[src/rtl/bin2bcd_converter.sv]
// 14-bit binary to 4-digit packed BCD converter (double dabble, one bit per cycle).
// Define BIN2BCD_SATURATE_EN to clamp bcd_out to 16'h9999 on overflow.
module bin2bcd_converter (
    input  logic        clk,
    input  logic        rst_n,
    input  logic        in_valid,
    output logic        in_ready,
    input  logic [13:0] bin_in,
    output logic        out_valid,
    input  logic        out_ready,
    output logic [15:0] bcd_out,
    output logic        ovf
);

    typedef enum logic [1:0] {
        IDLE  = 2'd0,
        SHIFT = 2'd1,
        DONE  = 2'd2
    } state_t;

    state_t      state_q, state_d;
    logic [13:0] bin_q, bin_d;
    logic [15:0] bcd_q, bcd_d;
    logic [1:0]  hi_q, hi_d;
    logic [3:0]  cnt_q, cnt_d;
    logic [15:0] out_q, out_d;
    logic        ovf_q, ovf_d;

    logic [15:0] adj;
    logic [1:0]  hi_nx;
    logic [15:0] bcd_nx;
    logic        ovf_nx;
    logic [15:0] res_nx;

    function automatic logic [3:0] dabble(input logic [3:0] d);
        return (d >= 4'd5) ? (d + 4'd3) : d;
    endfunction

    // One double-dabble step on the current scratch and the final-result view of it
    always_comb begin
        adj = '0;
        for (int i = 0; i < 4; i++) begin
            adj[4*i +: 4] = dabble(bcd_q[4*i +: 4]);
        end
        hi_nx  = {hi_q[0], adj[15]};
        bcd_nx = {adj[14:0], bin_q[13]};
        // hi_q[1] can only hold a carry that was already shifted past the
        // ten-thousands digit; folding it in keeps the flag sticky regardless.
        ovf_nx = (|hi_nx) | hi_q[1];
`ifdef BIN2BCD_SATURATE_EN
        res_nx = ovf_nx ? 16'h9999 : bcd_nx;
`else
        res_nx = bcd_nx;
`endif
    end

    // Next-state and datapath control for IDLE -> SHIFT x14 -> DONE
    always_comb begin
        state_d = state_q;
        bin_d   = bin_q;
        bcd_d   = bcd_q;
        hi_d    = hi_q;
        cnt_d   = cnt_q;
        out_d   = out_q;
        ovf_d   = ovf_q;
        unique case (state_q)
            IDLE: begin
                if (in_valid) begin
                    bin_d   = bin_in;
                    bcd_d   = '0;
                    hi_d    = '0;
                    cnt_d   = 4'd13;
                    state_d = SHIFT;
                end
            end
            SHIFT: begin
                bin_d = {bin_q[12:0], 1'b0};
                bcd_d = bcd_nx;
                hi_d  = hi_nx;
                if (cnt_q == 4'd0) begin
                    // Last step: latch the finished result straight into the
                    // output registers so DONE presents it on entry.
                    out_d   = res_nx;
                    ovf_d   = ovf_nx;
                    state_d = DONE;
                end else begin
                    cnt_d = cnt_q - 4'd1;
                end
            end
            DONE: begin
                if (out_ready) begin
                    state_d = IDLE;
                end
            end
            default: begin
                state_d = IDLE;
            end
        endcase
    end

    // State and scratch registers; reset discards any conversion in flight
    always_ff @(posedge clk or negedge rst_n) begin
        if (!rst_n) begin
            state_q <= IDLE;
            bin_q   <= '0;
            bcd_q   <= '0;
            hi_q    <= '0;
            cnt_q   <= '0;
            out_q   <= '0;
            ovf_q   <= 1'b0;
        end else begin
            state_q <= state_d;
            bin_q   <= bin_d;
            bcd_q   <= bcd_d;
            hi_q    <= hi_d;
            cnt_q   <= cnt_d;
            out_q   <= out_d;
            ovf_q   <= ovf_d;
        end
    end

    assign in_ready  = (state_q == IDLE);
    assign out_valid = (state_q == DONE);
    assign bcd_out   = out_q;
    assign ovf       = ovf_q;

endmodule

[config.mk]
export PLATFORM = sky130hd
export DESIGN_NAME = bin2bcd_converter
export DESIGN_NICKNAME = d
export VERILOG_FILES = /design/src/rtl/bin2bcd_converter.sv
export SDC_FILE = /design/constraint.sdc
export NUM_CORES = 1
export LEC_CHECK = 0
export BUFFER_PORTS_ARGS = -buffer_cell sky130_fd_sc_hd__buf_4
export CAP_MARGIN = 20
export CORE_MARGIN = 3
export CORE_UTILIZATION = 50
export DETAILED_ROUTE_END_ITERATION = 7
export MAX_ROUTING_LAYER = met4
export PLACE_DENSITY = 0.77
export SKIP_CTS_REPAIR_TIMING = 1
export SLEW_MARGIN = 20
export SYNTH_ARGS = -nofsm -noshare
export SYNTH_HDL_FRONTEND = slang
export SYNTH_SLANG_ARGS = --single-unit
[constraint.sdc]
create_clock -name clk -period 1.8 [get_ports clk]
set_input_delay 0.36 -clock clk [delete_from_list [all_inputs] [get_ports clk]]
set_output_delay 0.36 -clock clk [all_outputs]
set_load 0.02 [all_outputs]
==> flow_summary.toml <==
[sta]
final.min_clock_period_ns = 1.67
setup-violations-final = 0
fin_skew_ns = 0.00488
timing.hold.ws_ns = 0.0887
slew_violations = 0
rsz0062_at_grt = "false"
slew_headroom_pct = 54.9
final-hold-violation-count = 0
finalCritPeriodShare_pct = 92.7
worst_slack_ns = 0.131
tightest_slew_ns = 0.677
max_freq_mhz = 599
fin_tns_setup_ns = 0

[critical_path]
r2r_slack_ns = 0.13
reg2reg_from = "bcd_q[8]$_DFFE_PN0P_"
critPathLaunchType = "register"
critPathLaunch = "bcd_q[8]$_DFFE_PN0P_"
critPathCapture = "bcd_out[10]$_DFFE_PN0P_"
cp_data_required_time_ns = 2.02
end_kind = "register"
crit_path_max_fanout = 5
reg2reg_to = "bcd_out[10]$_DFFE_PN0P_"
reg2reg_depth = 6
worstPathArrival_ns = 1.89
worstSetupPathType = "register to register"

[synthesis]
async_reset_ff_share_pct = 100
synth-edff-count = 0
yosys.area.top_type_share_pct = 52.8
yosysSeqAreaShare_pct = 52.8
synth_nets = 283
synth.avg_cell_area_um2 = 10.2
synth_seq_cells = 55
netlist_instances = 256
syn_area_um2 = 2600
ys.flop_type = "dfrtp_1"
yosysTopAreaCell = "dfrtp_1"
yosysWarnings = 0
synthTopCellsByArea = "dfrtp_1 53%, o21ai_0 8.8%, nand2_1 6.2%, mux2i_1 5.4%, ha_1 4.3%"
ys_types = 27

[route]
drtIter0Drc = 103
drc_errors = 0
drt_wl_total_um = 4750
met1_length_um = 2140
wl_met2_um = 2320
topRoutingLayerUsed = "met4"
ant_nets = 0
avgRoutedWirePerCell_um = 13.1
drt_first_pass_iters = 4
wl_met3_um = 228
vias_per_cell = 5.22
vias = 1889

[finish]
drive_above_1_share_pct = 21.4
finish.instance_area_um2 = 3060
seq_area_um2 = 1380
fillers = 436
nNetsFinal = 321
diodes = 0
layout_commonest_cell = "dfrtp_1"
layoutNonFillerInstCount = 362
area_growth_pct = 17.5
final_cell_mix = "55 x dfrtp_1, 45 x o21ai_0, 43 x nand2_1, 40 x buf_4, 14 x mux2i_1"
fin_util_pct = 62.7
multi_input_area_um2 = 1140

[placed_design]
dp_slack_ns = 0.0793
dp_hpwl_um = 3270
dp.cells = 353
gp_congestion = 0.856
port_buffers = 36
placed_area_um2 = 2950

[run]
max-cap-violations = 0

[floorplanning]
die_y_um = 78.2
core_region_area_um2 = 4880
die_area_um2 = 6110
die_w_um = 78.2
rows = 25
initial_core_util_pct = 53.4
pin_count = 37

[clock_network]
htreeDepth = 2
cts-buffers-inserted = 5
numClockSinks = 55
clkTransAtPathRegs_ns = 0.09
cts-root-buf = "clkbuf_8"
cts_tree = "done"
clkLatencyLatePin_ns = 0.30
clock_path_buffers = 2

[global_route]
antenna_found_initial = 0
overflow = 0
grt_pass1_vias = 1828
track_usage_pct = 17.2
grt_max_degree = 56
grt_pass1_wl_um = 8160

[pwr]
power_density_nw_per_um2 = 1710
p_total_mw = 5.24
p_leak_nw = 1.47
peakVddDrop_mv = 0.947

[status]
outcome = "finished clean"

[worst_hold_path]
hold_class = "primary input to asynchronous set/reset pin"
-- Yosys cell counts, types with 5 or more instances --
library cell   n
dfrtp_1       55
o21ai_0       46
nand2_1       43
a21oi_1       14
mux2i_1       14
inv_1         11
ha_1           9
nor3b_1        9
nand2b_1       6
nand3_1        6
nor3_1         6
a22o_1         5
mux2_2         5
-- area by class of cell --
cell class	count	area share [%]
flip-flops and latches	55	45.0
multi-input cells	179	37.2
repair buffers	42	11.1
well taps	67	2.74
clock buffers	7	2.49
inverters	11	1.35
clock inverters	1	0.164
-- flip-flops by register name, summed over array words and instances (netlist names) --
name / count
cnt_q: 4
bcd_q: 16
ovf: 1
hi_q: 2
bcd_out: 16
bin_q: 14
state_q: 2
-- critical path, cell delays in order, from the launching register on --
cell	delay (ns)
dfrtp_1	0.41
inv_1	0.10
ha_1	0.24
nand2b_1	0.11
a21oi_2	0.19
mux2_2	0.36
o21ai_0	0.16
-- where the power goes --
part / total (mW) / internal (mW) / switching [mW]
combinational: 2.41 / 1.11 / 1.30
sequential: 2.19 / 1.77 / 0.415
clock: 0.650 / 0.274 / 0.376
-- cells by family (layout without fill, tap and decap cells) --
| logic type | after synthesis | after routing | share of synthesized area (%) |
|---|---|---|---|
| and+or+nand+nor | 76 | 76 | 14.0 |
| AOI/OAI and AO/OA | 68 | 68 | 14.2 |
| DFF | 55 | 55 | 52.8 |
| buffers and inverters | 22 | 61 | 4.23 |
| muxes | 21 | 21 | 8.69 |
| adders and majority gates | 9 | 9 | 4.32 |
| xor gates and xnor gates | 5 | 5 | 1.68 |
-- routing by layer --
metal / vias to the layer above / track usage [%]
met4: 0 / 5.07
met5: - / -
met2: 47 / 28.8
li1: 949 / -
met1: 888 / 20.8
met3: 5 / 4.24
-- worst min path at each step --
stage,from,to,slack (ns),depth (start not counted)
after global placement,rst_n,bcd_out[14]$_DFFE_PN0P_,0.45,1
after CTS,rst_n,bcd_out[15]$_DFFE_PN0P_,0.11,1
final,rst_n,bcd_out[15]$_DFFE_PN0P_,0.09,1
after global routing,rst_n,bcd_out[15]$_DFFE_PN0P_,0.13,1
after detailed placement,rst_n,bcd_out[15]$_DFFE_PN0P_,0.45,1
after floorplan,rst_n,bcd_out[0]$_DFFE_PN0P_,0.06,0
Note: power is estimated with default switching activity, not from simulation.
